<file path="src/rtl/spi_master_pkg.sv">
// rtl/spi_master_pkg.sv - shared types, constants and width helper for the SPI master
package spi_master_pkg;

  // Controller phases of one SPI transfer
  typedef enum logic [2:0] {
    ST_IDLE,
    ST_START,
    ST_SCLK_HIGH,
    ST_SCLK_LOW,
    ST_DONE
  } state_e;

  // Half-period counter width: must hold freq+2 (the stretched START phase)
  localparam int DIV_W = 5;

  // Width of a field that encodes n distinct values, never narrower than one bit
  function automatic int spi_width(input int n);
    return (n <= 1) ? 1 : $clog2(n);
  endfunction

endpackage

</file>
<file path="src/rtl/spi_master_clk_div.sv">
// rtl/spi_master_clk_div.sv - loadable down-counter that pulses on the last cycle of a phase
module spi_master_clk_div
  import spi_master_pkg::*;
(
  input  logic             clk_i,
  input  logic             reset_i,
  input  logic             load_i,
  input  logic [DIV_W-1:0] load_val_i,
  output logic             tick_o
);

  logic [DIV_W-1:0] cnt_q, cnt_d;

  // Reload has priority so a phase can restart in the same cycle it expires
  always_comb begin
    cnt_d = cnt_q;
    if (load_i) begin
      cnt_d = load_val_i;
    end else if (cnt_q != '0) begin
      cnt_d = cnt_q - DIV_W'(1);
    end
  end

  // Counter register; zero means idle and never ticks
  always_ff @(posedge clk_i or posedge reset_i) begin
    if (reset_i) begin
      cnt_q <= '0;
    end else begin
      cnt_q <= cnt_d;
    end
  end

  // A load of L gives exactly L cycles before the tick-cycle edge ends the phase
  assign tick_o = (cnt_q == DIV_W'(1));

endmodule

</file>
<file path="src/rtl/spi_master.sv">
// rtl/spi_master.sv - SPI mode-0 master with valid/ready request and response ports
module spi_master
  import spi_master_pkg::*;
#(
  parameter int NBITS = 34,
  parameter int NCS   = 1
) (
  input  logic                           clk,
  input  logic                           reset,
  input  logic                           recv_val,
  output logic                           recv_rdy,
  input  logic [NBITS-1:0]               recv_msg,
  output logic                           send_val,
  input  logic                           send_rdy,
  output logic [NBITS-1:0]               send_msg,
  input  logic [spi_width(NBITS+1)-1:0]  packet_size,
  input  logic [spi_width(NCS)-1:0]      cs_addr,
  input  logic [3:0]                     freq,
  output logic [NCS-1:0]                 cs,
  output logic                           sclk,
  output logic                           mosi,
  input  logic                           miso
);

  localparam int PSW = spi_width(NBITS+1);
  localparam int CSW = spi_width(NCS);
  localparam logic [PSW-1:0] NB_P = PSW'(NBITS);

  state_e           state_q, state_d;
  logic [PSW-1:0]   n_q, n_d;
  logic [PSW-1:0]   bits_q, bits_d;
  logic [DIV_W-1:0] h_q, h_d;
  logic [NCS-1:0]   cs_q, cs_d;
  logic             sclk_q, sclk_d;
  logic             mosi_q, mosi_d;
  logic [NBITS-1:0] tx_q, tx_d;
  logic [NBITS-1:0] rx_q, rx_d;
  logic [NBITS-1:0] send_msg_q, send_msg_d;

  logic             div_load;
  logic [DIV_W-1:0] div_val;
  logic             div_tick;

  logic [PSW-1:0]   n_eff;
  logic [PSW-1:0]   shamt;
  logic [DIV_W-1:0] h_eff;
  logic [NBITS-1:0] aligned;
  logic [NCS-1:0]   cs_sel;

  // Request decode: effective length, MSB-aligned payload and half-period
  always_comb begin
    n_eff = packet_size;
    if (packet_size == '0 || packet_size > NB_P) begin
      n_eff = NB_P;
    end
    shamt   = NB_P - n_eff;
    aligned = recv_msg << shamt;
    h_eff   = DIV_W'(freq) + DIV_W'(1);
  end

  // One-cold chip-select decode; an out-of-range address selects nobody
  always_comb begin
    cs_sel = '1;
    for (int i = 0; i < NCS; i++) begin
      if (cs_addr == CSW'(i)) begin
        cs_sel[i] = 1'b0;
      end
    end
  end

  // Next-state and datapath updates; the divider is reloaded at every phase change
  always_comb begin
    state_d    = state_q;
    n_d        = n_q;
    bits_d     = bits_q;
    h_d        = h_q;
    cs_d       = cs_q;
    sclk_d     = sclk_q;
    mosi_d     = mosi_q;
    tx_d       = tx_q;
    rx_d       = rx_q;
    send_msg_d = send_msg_q;
    div_load   = 1'b0;
    div_val    = h_q;

    case (state_q)
      ST_IDLE: begin
        if (recv_val) begin
          state_d  = ST_START;
          n_d      = n_eff;
          h_d      = h_eff;
          cs_d     = cs_sel;
          sclk_d   = 1'b0;
          mosi_d   = aligned[NBITS-1];
          tx_d     = aligned << 1;
          rx_d     = '0;
          bits_d   = '0;
          div_load = 1'b1;
          // The extra setup cycle lands send_val at 1+H*(2N+1) after accept
          div_val  = h_eff + DIV_W'(1);
        end
      end

      ST_START: begin
        if (div_tick) begin
          state_d  = ST_SCLK_HIGH;
          sclk_d   = 1'b1;
          rx_d     = {rx_q[NBITS-2:0], miso};
          bits_d   = bits_q + PSW'(1);
          div_load = 1'b1;
        end
      end

      ST_SCLK_HIGH: begin
        if (div_tick) begin
          state_d  = ST_SCLK_LOW;
          sclk_d   = 1'b0;
          mosi_d   = tx_q[NBITS-1];
          tx_d     = tx_q << 1;
          div_load = 1'b1;
        end
      end

      ST_SCLK_LOW: begin
        if (div_tick) begin
          if (bits_q == n_q) begin
            state_d    = ST_DONE;
            cs_d       = '1;
            mosi_d     = 1'b0;
            send_msg_d = rx_q;
          end else begin
            state_d  = ST_SCLK_HIGH;
            sclk_d   = 1'b1;
            rx_d     = {rx_q[NBITS-2:0], miso};
            bits_d   = bits_q + PSW'(1);
            div_load = 1'b1;
          end
        end
      end

      ST_DONE: begin
        if (send_rdy) begin
          state_d = ST_IDLE;
        end
      end

      default: begin
        state_d = ST_IDLE;
        cs_d    = '1;
        sclk_d  = 1'b0;
      end
    endcase
  end

  // State and datapath registers; reset forces the bus idle immediately
  always_ff @(posedge clk or posedge reset) begin
    if (reset) begin
      state_q    <= ST_IDLE;
      n_q        <= '0;
      bits_q     <= '0;
      h_q        <= '0;
      cs_q       <= '1;
      sclk_q     <= 1'b0;
      mosi_q     <= 1'b0;
      tx_q       <= '0;
      rx_q       <= '0;
      send_msg_q <= '0;
    end else begin
      state_q    <= state_d;
      n_q        <= n_d;
      bits_q     <= bits_d;
      h_q        <= h_d;
      cs_q       <= cs_d;
      sclk_q     <= sclk_d;
      mosi_q     <= mosi_d;
      tx_q       <= tx_d;
      rx_q       <= rx_d;
      send_msg_q <= send_msg_d;
    end
  end

  spi_master_clk_div u_clk_div (
    .clk_i      (clk),
    .reset_i    (reset),
    .load_i     (div_load),
    .load_val_i (div_val),
    .tick_o     (div_tick)
  );

  assign recv_rdy = (state_q == ST_IDLE);
  assign send_val = (state_q == ST_DONE);
  assign send_msg = send_msg_q;
  assign cs       = cs_q;
  assign sclk     = sclk_q;
  assign mosi     = mosi_q;

endmodule

</file>
<file path="config.mk">
export PLATFORM = sky130hd
export DESIGN_NAME = spi_master
export DESIGN_NICKNAME = d
export VERILOG_FILES = /design/src/rtl/spi_master_pkg.sv /design/src/rtl/spi_master_clk_div.sv /design/src/rtl/spi_master.sv
export SDC_FILE = /design/constraint.sdc
export NUM_CORES = 1
export LEC_CHECK = 0
export ABC_CLOCK_PERIOD_IN_PS = 4300
export CORE_ASPECT_RATIO = 1.5
export CORE_MARGIN = 2
export CORE_UTILIZATION = 33
export CTS_BUF_LIST = sky130_fd_sc_hd__clkbuf_8 sky130_fd_sc_hd__clkbuf_16
export DETAILED_ROUTE_END_ITERATION = 12
export SLEW_MARGIN = 20
export SYNTH_ARGS = -nofsm -noshare
export SYNTH_HDL_FRONTEND = slang
export SYNTH_HIERARCHICAL = 1
export SYNTH_SLANG_ARGS = --single-unit
</file>
<file path="constraint.sdc">
create_clock -name clk -period 4.3 [get_ports clk]
set_clock_uncertainty 0.1 [all_clocks]
set_input_delay 0.43 -clock clk [delete_from_list [all_inputs] [get_ports clk]]
set_output_delay 0.43 -clock clk [all_outputs]
set_load 0.02 [all_outputs]
</file>
## Word-level counts from Yosys, hierarchy flattened

Cells that the tools add are included.

- Register bits: 130
- Output and inout port bits: 39
- Logic and storage cells: 97

- $add $sub $neg: 5
- Magnitude comparators: 1
- Eq/ne operators: 13
- Shift operators: 1
- Multiplexer cells: 46
- Bitwise operators: 2
- Reductions and logical operators: 18

Operator list:

| cell | number |
|---|---|
| 34-bit two-way mux | 6 |
| 34-bit one-hot mux with 3 select lines | 1 |
| 34-bit one-hot mux with 2 select lines | 1 |
| 34-bit by 6-bit << shifter with 34-bit output | 1 |
| 6-bit two-way mux | 5 |
| 5-bit two-way mux | 4 |
| 3-bit two-way mux | 6 |
| 6-bit one-hot mux with 3 select lines | 1 |
| 1-bit two-way mux | 17 |
| 3-bit one-hot mux with 5 select lines | 1 |
| 5-bit AND reduction | 3 |
| 2-bit != test, second input constant | 6 |
| 1-bit one-hot mux with 3 select lines | 3 |
| 6-bit by 1-bit adder with 6-bit output, second input constant | 1 |
| 3-bit by 2-bit equality test with 1-bit output, second input constant | 2 |
| 6-bit equality test | 1 |
| 6-bit greater-than comparator, second input constant | 1 |
| 6-bit zero test | 1 |
| 3-bit AND reduction | 2 |
| 6-bit AND reduction | 1 |
| 3-bit nonzero test | 2 |
| 6-bit subtractor, first input constant | 1 |
| 4-bit by 1-bit adder with 5-bit output, second input constant | 1 |
| 5-bit by 1-bit adder with 5-bit output, second input constant | 1 |
| other kinds (15) | 17 |

## Longest topological paths before layout

Gate-level depths: netlist of the first run.

- Depth in word-level cells: 7
- Gate-level depth with buffers: 15
- Mapped depth without buffers: 11

## By module

Netlist of the first run, hierarchy kept.

Modules (own cells, without submodules):

| module | times used | cells each | area an instance (µm²) | sequential area each (µm²) |
|---|---|---|---|---|
| spi_master | 1 | 916 | 8132.8 | 3104.2 |
| spi_master_clk_div | 1 | 29 | 301.5 | 125.1 |

## Least setup slack after synthesis of the first run

OpenSTA, ideal clock, no wires.

- Path kind: input to register
- From: input port packet_size[0]
- To: register tx_q[32]
- Data arrival time: 3287 ps
- Data required time: 4074 ps
- Setup slack: 787 ps
- Stages on the path: 14
- Buffers on the path: 6
- Path through: buf_2 buf_2 buf_1 o31ai_1 ha_1 buf_2 buf_2 buf_1 mux2_2 o22ai_1 a21oi_1 mux2i_1 nor2_1 o32a_1

- Longest elaborated chain between the ends: 7
- Elaborated cells on any way between the ends: 8
- Those cells by class: add/sub: 1; order compare: 1; shift: 1; mux: 3; reduce/logical: 2

Ends and longest elaborated chain:

| item | line | text |
|---|---|---|
| start: declaration | spi_master.sv:16 | `input logic [spi_width(NBITS+1)-1:0] packet_size,` |
| 6-bit greater-than comparator or 6-bit zero test (tied branches) | spi_master.sv:53 | `if (packet_size == '0 \|\| packet_size > NB_P) begin` |
| 1-bit logical OR (*) | spi_master.sv:53 |  |
| 6-bit two-way mux (*) | spi_master.sv:53 |  |
| via n_eff[1] | spi_master.sv:44 | `logic [PSW-1:0] n_eff;` |
| 6-bit subtractor (*) | spi_master.sv:56 | `shamt = NB_P - n_eff;` |
| 34-bit by 6-bit << shifter with 34-bit output (*) | spi_master.sv:57 | `aligned = recv_msg << shamt;` |
| 34-bit two-way mux (*) | spi_master.sv:88 | `if (recv_val) begin` |
| 34-bit one-hot mux with 2 select lines (*) | spi_master.sv:86 | `case (state_q)` |
| end signal: assignment | spi_master.sv:176 | `tx_q <= tx_d;` |
| end: declaration | spi_master.sv:36 | `logic [NBITS-1:0] tx_q, tx_d;` |

The timed path passes the listed nets; every way through them passes the cells marked *. The select of a mux whose other input is x is not followed.
A chain may end at the register's enable or synchronous reset.

## Worst setup path after layout of the first run

- From: input port packet_size[2]
- To: register tx_q[30]

Same word-level chain as after synthesis.

==> reports/qor.yml, run 1 <==
peakVddDrop_uv: 243
cp-start-kind: "input pin"
synth_edf_count: 0
critPathMaxFanout: 14
hpwl_um: 17500
grt_usage: 0.184
power.total_mw: 4.99
use_met1: 0.220
rows: 71
worstHoldPathType: "input pin to async pin"
fmax_mhz: 249
cts-resized-gates: 0
die_w_um: 135
nets: 1081
end_kind: "flop"
crit_type: "input pin to flop"
worst_ep_arrival_time_ns: 4.29
drc: 0
start_util: 0.335
ctsHoldBuffers: 0
gp_congestion: 0.915
vias: 7778
grt_pass1_vias: 7634
cts_made_buffers: 17
port_buffers: 88
p_leak_nw: 4.26
syn_avg_cell_area_um2: 8.93
cts_tree: "built"
area_delta_synth_final_pct: 23.4
timing.final.crit_period_ns: 4.02
synthArstFlopShare: 1.00
tightest_slew_ns: 0.997
power.density_nw_per_um2: 480
finalHoldViolCount: 0
firstDrtPassIters: 5
wirelength_um: 24300
dieArea_um2: 26900
cp_common_cell: "buf_4"
ys_types: 74
diodes: 0
post_cts_buffers: 0
setup_viol: 0
synth-seq-cells: 129
synth.net_count: 1002
slowest_delay_ns: 0.48
path_cells: "clkdlybuf4s50_1 > or3_1 > o31ai_1 > ha_2 > buf_4 > mux2_2 > o22ai_1 > nor4_1 > buf_4 > o2bb2ai_1 > nor2_1 > a211oi_1 > buf_4 > o22a_1"
drive_gt1_frac: 0.169
yosysSeqAreaShare: 0.383
postRouteAntennaNets: 0
ios: 89
die_h_um: 200
via_per_inst: 5.70
fin_tns_setup_ns: 0
slowest_stage: "or3_1"
htree_levels: 4
synth_ff_type: "dfrtp_1"
yosysWarnings: 6
clock_path_buffers: 2
period_share: 0.936
use_met3: 0.0227
clk-insertion-delay-late_ns: 0.42
root_buffer: "clkbuf_16"
cp.required_ns: 4.56
final_util: 0.414
grt_pass1_wl_um: 39900
synth.cell_area_um2: 8430
gr-usage-met2: 0.327
fin_hold_ws_ns: 0.209
slew_headroom: 0.335
cpLargestDelayFamily: "compound AO/OA/AOI/OAI gates"
avgRoutedWirePerCell_um: 17.8
rsz0062_at_grt: "no"
clock-sinks: 129
grt_max_degree: 69
clk_pin_slew_ns: 0.06
busiest_layer: "met2"
coreArea_um2: 25100
syn_inst: 945
outcome: "completed"
maxCapViolCount: 0
path_buf_inv: 4
antenna_found_initial: 0
gr-total-overflow: 0
drt-initial-drc-count: 483
slew_viol_final: 0
-- worst register-to-register path, cell delays in order, from the launching register on --
cell,delay (ns)
dfrtp_1,0.43
xor2_1,0.18
nor4_1,0.37
nand3_1,0.25
o2111ai_4,0.87
buf_4,0.44
o21ai_0,0.15
-- flip-flops by register name, indices dropped and copies added, names as in the netlist --
| register | flops |
|---|---|
| tx_q | 33 |
| n_q | 6 |
| h_q | 5 |
| state_q | 3 |
| cs | 1 |
| u_clk_div/cnt_q | 5 |
| send_msg | 34 |
| sclk | 1 |
| mosi | 1 |
| rx_q | 34 |
| bits_q | 6 |
-- worst paths after layout --
| path | start | to | slack [ns] | cells past startpoint |
|---|---|---|---|---|
| min in group clk | packet_size[0] | n_q[5]$_DFFE_PP0P_ | 0.35 | 3 |
| max in group asynchronous | reset | send_msg[5]$_DFFE_PP0P_ | 2.88 | 3 |
| worst min-delay path | reset | u_clk_div/cnt_q[1]$_DFFE_PP0P_ | 0.21 | 2 |
| worst min register to register | h_q[1]$_DFFE_PP0P_ | h_q[1]$_DFFE_PP0P_ | 0.37 | 2 |
| worst max register to register | bits_q[2]$_DFFE_PP0P_ | rx_q[15]$_DFFE_PP0P_ | 1.39 | 6 |
| worst max-delay path | packet_size[2] | tx_q[30]$_DFFE_PP0P_ | 0.28 | 14 |
-- kinds of logic (layout without fill, tap and decap cells) --
| family | count (synthesis) | count (layout) | synth area share |
|---|---|---|---|
| compound gates | 263 | 263 | 0.214 |
| xor+xnor | 18 | 18 | 0.0205 |
| fa+ha+maj | 7 | 7 | 0.0104 |
| buf+inv | 93 | 185 | 0.0476 |
| flops | 129 | 129 | 0.383 |
| mux | 103 | 103 | 0.139 |
| simple gates | 332 | 332 | 0.185 |
-- through the flow --
stage               setup WS (ns)  std cells  area [um^2]
floorplan                   0.472        945         8430
global placement           0.0198       1333         9850
detailed placement        -0.0523       1333         9850
CTS                         0.387       1365        10400
global route                0.224       1365        10400
finish                      0.276       1365        10400
-- cell usage in the layout, fill, tap and decap left out, types with 9 or more instances in the layout --
cell type        Yosys  routed
nor3_1              44      43
or3_1               12      12
nand2b_1             9       9
inv_1               14      14
o22ai_1             19      19
a211oi_1            10      10
clkdlybuf4s50_1      0      87
a21oi_1             48      47
clkbuf_16            0      17
o21ai_0             68      68
mux2i_1             32      32
nand3_1             14      14
o221ai_1            26      26
nand2_1            147     147
mux2_2              66      66
nor2_1              58      58
buf_4                1      47
dfrtp_1            128     128
nand3b_1            12      12
xnor2_1              9       9
-- cell type report --
| cell class | count | area, um^2 |
|---|---|---|
| Clock buffer | 17 | 425 |
| Fill cell | 2454 | 14700 |
| Timing Repair Buffer | 138 | 1290 |
| Inverter | 15 | 60.1 |
| Multi-Input combinational cell | 723 | 4860 |
| Clock inverter | 15 | 134 |
| Tap cell | 328 | 410 |
| Sequential cell | 129 | 3230 |
-- power breakdown --
| group | total, mW | internal [mW] | switching [mW] |
|---|---|---|---|
| clock | 1.38 | 0.800 | 0.584 |
| combinational | 1.86 | 0.747 | 1.11 |
| sequential | 1.75 | 1.51 | 0.237 |
-- metal layers --
metal | share of wire | wire, um | vias to the layer above
met5 | 0 | 0 | -
met4 | 0.039 | 946 | 0
met3 | 0.044 | 1070 | 54
met2 | 0.51 | 12300 | 286
met1 | 0.41 | 9980 | 3768
li1 | - | - | 3670
-- cells in the mapped netlist, types with 8 or more instances --
| cell type | count | area (um^2) |
|---|---|---|
| nand2_1 | 147 | 552 |
| dfrtp_1 | 128 | 3200 |
| o21ai_0 | 68 | 340 |
| mux2_2 | 66 | 743 |
| nor2_1 | 58 | 218 |
| a21oi_1 | 48 | 240 |
| clkbuf_1 | 48 | 180 |
| nor3_1 | 44 | 220 |
| mux2i_1 | 32 | 320 |
| o221ai_1 | 26 | 228 |
| buf_2 | 20 | 100 |
| o22ai_1 | 19 | 119 |
| inv_1 | 14 | 52.6 |
| nand3_1 | 14 | 70.1 |
| nand3b_1 | 12 | 90.1 |
| or3_1 | 12 | 75.1 |
| a211oi_1 | 10 | 75.1 |
| nand2b_1 | 9 | 56.3 |
| xnor2_1 | 9 | 78.8 |
| a221oi_1 | 8 | 70.1 |
| nor4_1 | 8 | 50.1 |
| o32a_1 | 8 | 80.1 |
(Power assumes the default switching activity.)
==> run 2, diff against run 1 <==
--- a/config.mk
+++ b/config.mk
@@ -11,8 +11,6 @@
 export CORE_UTILIZATION = 33
 export CTS_BUF_LIST = sky130_fd_sc_hd__clkbuf_8 sky130_fd_sc_hd__clkbuf_16
 export DETAILED_ROUTE_END_ITERATION = 12
-export SLEW_MARGIN = 20
 export SYNTH_ARGS = -nofsm -noshare
 export SYNTH_HDL_FRONTEND = slang
-export SYNTH_HIERARCHICAL = 1
 export SYNTH_SLANG_ARGS = --single-unit
==> run 2 against run 1 <==
Flip-flop and latch count is the same. Register-to-register slack gained 0.04 ns. Via count increased by 0.27%. Critical path depth shrank 4. Global-route usage up 0.49 points.
==> reports/qor.yml, run 2 <==
timing.final.crit_period_ns: 3.92  # -0.0992 ns
gp_congestion: 0.979  # +6.9%
fin_tns_setup_ns: 0  # unchanged
hold_start: "h_q[1]$_DFFE_PP0P_"
grt_max_degree: 71  # +2.9%
whs_endpoint: "h_q[1]$_DFFE_PP0P_"
area_delta_synth_final_pct: 23.7
synth_top_area_cell: "dfrtp_1"
ys_top_cells_by_area: "dfrtp_1, mux2_2, nand2_1, o21ai_0, mux2i_1"
htree_levels: 4  # unchanged
slowest_stage: "ha_4"
grt_pass1_wl_um: 41300  # +3.6%
tightest_slew_ns: 0.902  # -0.0950 ns
port_buffers: 88  # unchanged
p_leak_nw: 4.45  # +4.4%
firstDrtPassIters: 5  # unchanged
cts_tree: "built"
reg2reg_from: "bits_q[3]$_DFFE_PP0P_"
mostFrequentLayoutCells: "dfrtp_1, nand2_1, clkdlybuf4s50_1, o21ai_0, nor2_1"
cp-start-kind: "input pin"
worstRegToRegCells: 6  # unchanged
vias: 7799  # +0.27%
setup_viol: 0  # unchanged
critPathMaxFanout: 36  # +22
synth.net_count: 1008  # +0.60%
die_h_um: 202  # +1.1%
clk-insertion-delay-late_ns: 0.42  # about the same
slowest_delay_ns: 0.48  # about the same
ios: 89  # unchanged
synth_edf_count: 0  # unchanged
postRouteAntennaNets: 0  # unchanged
fmax_mhz: 255  # +2.5%
yosysWarnings: 0  # -6
synth_commonest_cells: "dfrtp_1, nand2_1, o21ai_0"
busiest_layer: "met2"
nets: 1082  # +0.093%
use_met3: 0.0256  # +0.00286
die_w_um: 136  # +1.0%
ys_types: 83  # +12%
crit_type: "input pin to flop"
cp.required_ns: 4.50  # -0.06 ns
synth_top_area_frac: 0.372  # -0.00805
synth_ff_type: "dfrtp_1"
drc: 0  # unchanged
clock-sinks: 129  # unchanged
peakVddDrop_uv: 275  # +13%
coreArea_um2: 25800  # +2.5%
syn_inst: 952  # +0.74%
period_share: 0.913  # -0.0231
clk_pin_slew_ns: 0.06  # about the same
cpLargestDelayFamily: "compound AO/OA/AOI/OAI gates"
avgRoutedWirePerCell_um: 18.5  # +4.1%
dieArea_um2: 27400  # +2.1%
grt_pass1_vias: 7728  # +1.2%
hpwl_um: 18200  # +4.4%
synthArstFlopShare: 1.00  # unchanged
root_buffer: "clkbuf_16"
gr-total-overflow: 0  # unchanged
worst_ep_arrival_time_ns: 4.13  # -0.16 ns
rsz0062_at_grt: "no"
via_per_inst: 5.69  # -0.17%
hold_depth: 2
post_cts_buffers: 0  # unchanged
use_met1: 0.228  # +0.00819
maxCapViolCount: 0  # unchanged
yosysSeqAreaShare: 0.375  # -0.00812
worstHoldPathType: "flop to flop"
synth_most_common_cell: "dfrtp_1"
final_util: 0.414  # about the same
critPathLaunch: "packet_size[2]"
path_cells: "clkdlybuf4s50_1 > or3_1 > o31ai_1 > ha_4 > buf_4 > mux2_2 > o21ai_0 > o221ai_1 > a221o_1 > o22a_1"
end_kind: "flop"
power.density_nw_per_um2: 522  # +8.9%
gr-usage-met2: 0.322  # -0.00420
clock_path_buffers: 2  # unchanged
cts_made_buffers: 17  # unchanged
rr_endpoint: "u_clk_div.cnt_q[2]$_DFFE_PP0P_"
drt-initial-drc-count: 520  # +7.7%
syn_avg_cell_area_um2: 9.05  # +1.4%
final_common_cell: "dfrtp_1"
rrSetupSlack_ns: 1.43  # +0.04 ns
diodes: 0  # unchanged
start_util: 0.334  # -0.00104
ctsHoldBuffers: 0  # unchanged
antenna_found_initial: 0  # unchanged
wirelength_um: 25400  # +4.6%
grt_usage: 0.189  # +0.00487
slew_viol_final: 0  # unchanged
slew_headroom: 0.393  # +0.0581
rows: 72  # +1.4%
cts-resized-gates: 0  # unchanged
drive_gt1_frac: 0.171  # +0.00176
finalHoldViolCount: 0  # unchanged
path_buf_inv: 2  # -2
synth-seq-cells: 129  # unchanged
outcome: "completed"
synth.cell_area_um2: 8620  # +2.2%
## run 2: changes by cell type after synthesis, sizes merged, moves of 7 or more
cell / delta
a21oi: -11
a221oi: +10
mux2i: +10
nand2: -28
nand2b: +7
nand3: +14
nand3b: +7
nor2: +8
nor3: -16
nor3b: +11
o21ai: +15
o221ai: -21
o22ai: -9
o32a: -8
## run 2: cell families after synthesis
logic type / share of synthesized area
flip-flops: 0.375
multiplexers: 0.148
adder cells (fa/ha/maj): 0.00871
AO/OA/AOI/OAI: 0.202
buffers and inverters: 0.0437
AND/OR/NAND/NOR: 0.201
XOR/XNOR: 0.0213
## run 2: per-layer routing
layer | share of wire | wire length (um) | vias up
li1 | - | - | 3673
met1 | 0.41 | 10400 | 3779
met2 | 0.51 | 12800 | 275
met3 | 0.039 | 1000 | 72
met4 | 0.043 | 1100 | 0
met5 | 0 | 0 | -
## run 2: tightest hold or removal path, cell delays in order (launching register included)
cell	delay, ns
dfrtp_1	0.32
nand2_1	0.05
o21ai_0	0.06
## run 2: how the worst max path moves through the flow
| stage | cells after the start | to |
|---|---|---|
| after global placement | 10 | tx_q[26]$_DFFE_PP0P_ |
| after CTS | 10 | tx_q[26]$_DFFE_PP0P_ |
| after global routing | 10 | tx_q[26]$_DFFE_PP0P_ |
| final | 10 | tx_q[26]$_DFFE_PP0P_ |
| after floorplan | 15 | mosi$_DFFE_PP0P_ |
| after detailed placement | 10 | tx_q[26]$_DFFE_PP0P_ |
## run 2: final cells by class
type | count | area (um^2)
timing repair buffer | 133 | 1240
clock buffer | 18 | 439
inverter | 10 | 40.0
multi-input combinational | 735 | 5090
fill | 2613 | 15100
clock inverter | 13 | 211
tap | 333 | 417
sequential | 129 | 3230
## run 2: metrics by stage
| stage | setup WS, ns | area [um^2] | power, mW | hold slack [ns] | std cells |
|---|---|---|---|---|---|
| final | 0.375 | 10700 | 5.57 | 0.364 | 1371 |
| after global routing | 0.240 | 10700 | 5.93 | 0.405 | 1371 |
| after CTS | 0.482 | 10700 | 5.59 | 0.371 | 1371 |
| after detailed placement | 0.0368 | 10000 | 3.98 | 0.353 | 1340 |
| after global placement | 0.155 | 10000 | 3.95 | 0.352 | 1340 |
| after floorplan | 0.314 | 8620 | 3.28 | 0.335 | 952 |
## run 2: power breakdown
part / switching (mW) / internal, mW
Clock: 0.556 / 1.04
Sequential: 0.333 / 1.64
Combinational: 1.16 / 0.835
Total: 2.05 / 3.52
==> variant 1: new RTL, settings of run 2 <==
Set the parameter `NBITS` to 42 (it was 34).
--- a/src/rtl/spi_master.sv
+++ b/src/rtl/spi_master.sv
@@ -3,5 +3,5 @@
   import spi_master_pkg::*;
 #(
-  parameter int NBITS = 34,
+  parameter int NBITS = 42,
   parameter int NCS   = 1
 ) (
Ports: changed (resized recv_msg and send_msg); port bits go from 89 to 105. No check against the original RTL was run, so the function may have changed too.
==> variant 1 against run 2 <==
- power grew 9.4%
- sequential power increased by 21%
- area after synthesis up 13%
- setup slack better by 0.46 ns
- sequential cell count is 24 higher
- synthesized cell count grew 15%
- design area increased by 12%
- wire length up 20%
- first-iteration DRC count is 3.5% higher
- combinational power up 9%
- global-route usage grew 1.3 points
- sequential share of layout area rose by 1.8 points
==> variant 1: results (changes against run 2) <==
| Metric | Value |
|---|---|
| Status | `completed` |
| Slowest cell delay on critical path | `0.79 ns (+0.31 ns)` |
| Worst voltage drop across the vdd grid | `0.0003009 V (+9.5%)` |
| Global-route wire length before repair | `49090 um (+19%)` |
| Clock latency of the later-clocked register in the worst-skew pair | `0.43 ns` |
| Critical path data arrival time | `3.67 ns (-0.46 ns)` |
| Number of nets in the final layout | `1252 (+16%)` |
| Fraction of final layout cells sized beyond drive strength 1 | `14.98% (-2.1 points)` |
| Syn_nets | `1161 (+15%)` |
| First-pass DRT Iterations | `8 (+3)` |
| Detailed router's first-iteration violation count | `538 (+3.5%)` |
| Standby leakage power | `4.933 nW (+11%)` |
| Worst setup slack after placement | `0.4461 ns (+0.4092 ns)` |
| Via-to-Cell Ratio | `5.719 (+0.54%)` |
| Synth cell types | `88 (+6.0%)` |
| Most frequent cells after synthesis | `sky130_fd_sc_hd__nand2_1, sky130_fd_sc_hd__dfrtp_1, sky130_fd_sc_hd__o21ai_0` |
| Relative max-transition margin | `33.62% (-5.7 points)` |
| Top fanout value on the critical path | `20 (-44%)` |
| Share of the yosys chip area belonging to registers | `39.42% (+1.9 points)` |
| Largest net degree at the start of global routing | `57 (-20%)` |
| Detailed placement HPWL | `22670 um (+24%)` |
| Weighted congestion reported at the end of routability-driven placement | `0.9512 (-2.8%)` |
| Cells taking the most area after synthesis | `sky130_fd_sc_hd__dfrtp_1, sky130_fd_sc_hd__nand2_1, sky130_fd_sc_hd__mux2_2` |
| Number of global-route vias before repair | `8835 (+14%)` |
| Combined global-route utilization of all metal layers | `20.18% (+1.3 points)` |
variant 1: cell types whose count changed in the layout (fill, tap and decap cells not counted), sizes merged, moves of 14 or more:
cell | before | now
a211oi | 7 | 22
clkdlybuf4s50 | 87 | 104
dfrtp | 128 | 152
mux2 | 67 | 52
nand2 | 120 | 200
nand3b | 19 | 2
nor2 | 66 | 85
nor3 | 29 | 15
nor3b | 15 | 0
o21ai | 87 | 102
variant 1: report_power, final:
group	leakage (nW)	total [mW]	internal, mW	switching, mW
Combinational	2.66	2.17	0.905	1.26
Clock	0.295	1.54	0.879	0.661
Sequential	1.98	2.39	1.98	0.404
Total	4.93	6.09	3.77	2.33
variant 1: final timing paths:
check | start | end | slack, ns | cells after the start
worst max-delay path | packet_size[1] | tx_q[31]$_DFFE_PP0P_ | 0.84 | 9
max in group asynchronous | reset | tx_q[40]$_DFFE_PP0P_ | 2.74 | 3
worst min-delay path | h_q[1]$_DFFE_PP0P_ | h_q[1]$_DFFE_PP0P_ | 0.38 | 2
worst min register to register | h_q[1]$_DFFE_PP0P_ | h_q[1]$_DFFE_PP0P_ | 0.38 | 2
min in group asynchronous | reset | state_q[0]$_DFFE_PP0P_ | 0.47 | 2
worst max register to register | state_q[2]$_DFFE_PP0P_ | tx_q[28]$_DFFE_PP0P_ | 1.38 | 6
variant 1: metrics by stage:
stage | instances | util (%) | hold WS (ns)
after global placement | 1560 | 39.31 | 0.3579
final | 1592 | 41.42 | 0.3762
after floorplan | 1098 | - | 0.3379
after detailed placement | 1560 | 39.31 | 0.3650
after CTS | 1592 | 41.42 | 0.3824
after global routing | 1592 | 41.42 | 0.3969
variant 1: cells by family after synthesis:
group / synth area share [%]
simple gates: 18.48
xor+xnor: 1.713
compound gates: 23.89
fa+ha+maj: 0.6439
flops: 39.42
buf+inv: 4.675
mux: 11.18
variant 1: area by class of cell:
| cell class | instances | area, sq um |
|---|---|---|
| multi-input combinational | 847 | 5477 |
| timing repair buffer | 158 | 1484 |
| clock inverter | 15 | 181.4 |
| clock buffer | 17 | 425.4 |
| fill | 2846 | 16880 |
| tap | 390 | 488.0 |
| inverter | 12 | 48.80 |
| sequential | 153 | 3830 |
variant 1: tightest hold or removal path, delay by kind of cell (launching register included):
kind / cells / cell delay, ns
AO/OA/AOI/OAI: 1 / 0.06
flip-flops: 1 / 0.32
AND/OR/NAND/NOR: 1 / 0.05
variant 1: layer usage:
| layer | GRT usage (%) | vias up | share of wire, % |
|---|---|---|---|
| met1 | 24.76 | 4380 | 39 |
| met5 | 0 | - | 0 |
| met4 | 10.36 | 0 | 5.0 |
| met3 | 2.836 | 91 | 5.4 |
| li1 | - | 4240 | - |
| met2 | 34.11 | 394 | 50 |
==> variant 2: new RTL, config.mk and constraints of run 2 <==
Without the edit above. The 5 states of `state_e` get a one-hot encoding in 5 bits.
--- a/src/rtl/spi_master_pkg.sv
+++ b/src/rtl/spi_master_pkg.sv
@@ -3,10 +3,10 @@
 
   // Controller phases of one SPI transfer
-  typedef enum logic [2:0] {
-    ST_IDLE,
-    ST_START,
-    ST_SCLK_HIGH,
-    ST_SCLK_LOW,
-    ST_DONE
+  typedef enum logic [4:0] {
+    ST_IDLE      = 5'b00001,
+    ST_START     = 5'b00010,
+    ST_SCLK_HIGH = 5'b00100,
+    ST_SCLK_LOW  = 5'b01000,
+    ST_DONE      = 5'b10000
   } state_e;
 
Function: same outputs for any inputs over 4 cycles, from zero or initial values and one cycle with reset high; so few cycles prove little.
==> variant 2 against run 2 <==
- power decreased by 12%
- final cell count down 4.1%
- global-route usage is 0.89 points lower
- wire length decreased by 8.2%
- sequential cell count up 2
- setup slack better by 0.26 ns
- area after synthesis down 5.6%
- combinational power fell by 12%
- design area decreased by 6.1%
- critical path type unchanged
==> variant 2: results (changes against run 2) <==
| Metric | Value |
|---|---|
| Status | `completed` |
| Startpoint of the lowest-slack register-to-register path | `state_q[4]$_DFFE_PP0P_` |
| Detailed placement HPWL | `16810 um (-7.9%)` |
| Syn_nets | `964 (-4.4%)` |
| Hold Slack | `0.3740 ns (+0.009864 ns)` |
| Fraction of final layout cells sized beyond drive strength 1 | `14.03% (-3.0 points)` |
| Top fanout value on the critical path | `9 (-75%)` |
| Delay-heaviest family, CP | `compound AO/OA/AOI/OAI gates` |
| Synth cell types | `80 (-3.6%)` |
| Global-route met3 utilization | `2.610% (+0.052 points)` |
| Number of fillers in the final layout | `2506 (-4.1%)` |
| Vias post-DR | `7380 (-5.4%)` |
| Instance area after placement | `9430 sq um (-5.8%)` |
| Critical path data arrival time | `3.92 ns (-0.21 ns)` |
| Transition time at the pin with the least slew margin | `1.049 ns (+0.1461 ns)` |
| Largest net degree at the start of global routing | `78 (+9.9%)` |
| Slowest cell delay on critical path | `0.85 ns (+0.37 ns)` |
| Post-Synthesis Cells | `907 (-4.7%)` |
| Routed length per instance | `17.72 um (-4.3%)` |
| Number of global-route vias before repair | `7069 (-8.5%)` |
| Endpoint of the worst-slack reg-to-reg timing path | `rx_q[5]$_DFFE_PP0P_` |
| Non-filler instance count after layout | `1315 (-4.1%)` |
| Hold wc startpoint | `h_q[3]$_DFFE_PP0P_` |
| Worst voltage drop across the vdd grid | `0.0002564 V (-6.7%)` |
| Cell type of the slowest stage on the worst timing path | `sky130_fd_sc_hd__nor3_1` |
| Yosys reg bits | `131 (+1.6%)` |
| Core box area | `24350 sq um (-5.5%)` |
| Worst Hold Endpoint | `h_q[3]$_DFFE_PP0P_` |
| Reg2reg setup slack | `1.30 ns (-0.13 ns)` |
| Number of nets in the final layout | `1035 (-4.3%)` |
| Global-route wire length before repair | `38000 um (-8.1%)` |
| Detailed router's first-iteration violation count | `622 (+20%)` |
| Cells taking the most area after synthesis | `sky130_fd_sc_hd__dfrtp_1, sky130_fd_sc_hd__nand2_1, sky130_fd_sc_hd__mux2_2` |
| Share of the yosys chip area belonging to registers | `40.32% (+2.8 points)` |
| Met1 usage in global routing | `23.27% (+0.49 points)` |
| Routing usage on met2 | `30.03% (-2.2 points)` |
| Combined global-route utilization of all metal layers | `18.02% (-0.89 points)` |
| Weighted congestion reported at the end of routability-driven placement | `0.9089 (-7.2%)` |
| Most frequent cells after synthesis | `sky130_fd_sc_hd__nand2_1, sky130_fd_sc_hd__dfrtp_1, sky130_fd_sc_hd__o21ai_0` |
[variant 2: worst max-delay path by stage]
stage                                       end  depth (start not counted)  slack [ns]           start
final                      tx_q[16]$_DFFE_PP0P_                         12        0.64  packet_size[3]
after global routing       tx_q[16]$_DFFE_PP0P_                         12        0.36  packet_size[3]
after CTS                  tx_q[24]$_DFFE_PP0P_                         12        0.71  packet_size[3]
after detailed placement   tx_q[16]$_DFFE_PP0P_                         12        0.29  packet_size[3]
after global placement     tx_q[24]$_DFFE_PP0P_                         12        0.35  packet_size[3]
after floorplan           bits_q[0]$_DFFE_PP0P_                          1        0.28           reset
[variant 2: worst min-delay path: stages (launching register included)]
cell                      delay, ns
sky130_fd_sc_hd__dfrtp_1       0.32
sky130_fd_sc_hd__nand2_1       0.05
sky130_fd_sc_hd__o21ai_0       0.06
[variant 2: logic make-up after synthesis]
| group | after synthesis | share of synthesized area [%] |
|---|---|---|
| DFF | 131 | 40.32 |
| AOI/OAI and AO/OA | 288 | 25.71 |
| and+or+nand+nor | 311 | 17.27 |
| buffers and inverters | 86 | 4.629 |
| muxes | 63 | 8.734 |
| adders and majority gates | 7 | 1.076 |
| xor gates and xnor gates | 21 | 2.261 |
[variant 2: per-layer routing]
metal / routed length, um / vias up / share of wire, %
met5: 0 / - / 0
met4: 667 / 0 / 2.9
met3: 1178 / 44 / 5.1
met2: 11530 / 257 / 50
met1: 9916 / 3551 / 43
li1: - / 3528 / -
[variant 2: metrics by stage]
step	util, %	worst slack, ns
after floorplan	-	0.2756
after CTS	41.13	0.7076
after global routing	41.13	0.3586
final	41.13	0.6388
after detailed placement	38.73	0.2900
after global placement	38.73	0.3473
[variant 2: final cells by class]
type | instances | area, sq um | share of cell area (%)
clock inverters | 15 | 158.9 | 1.587
well taps | 324 | 405.4 | 4.048
inverters | 15 | 58.81 | 0.5872
flip-flops and latches | 131 | 3281 | 32.76
clock buffers | 17 | 425.4 | 4.248
repair buffers | 123 | 1169 | 11.67
multi-input cells | 690 | 4517 | 45.10
[variant 2: power by group]
part	switching (mW)	total [mW]	leakage [nW]	internal (mW)
combinational	1.08	1.76	2.03	0.677
clock	0.567	1.43	0.285	0.860
sequential	0.197	1.70	1.72	1.51
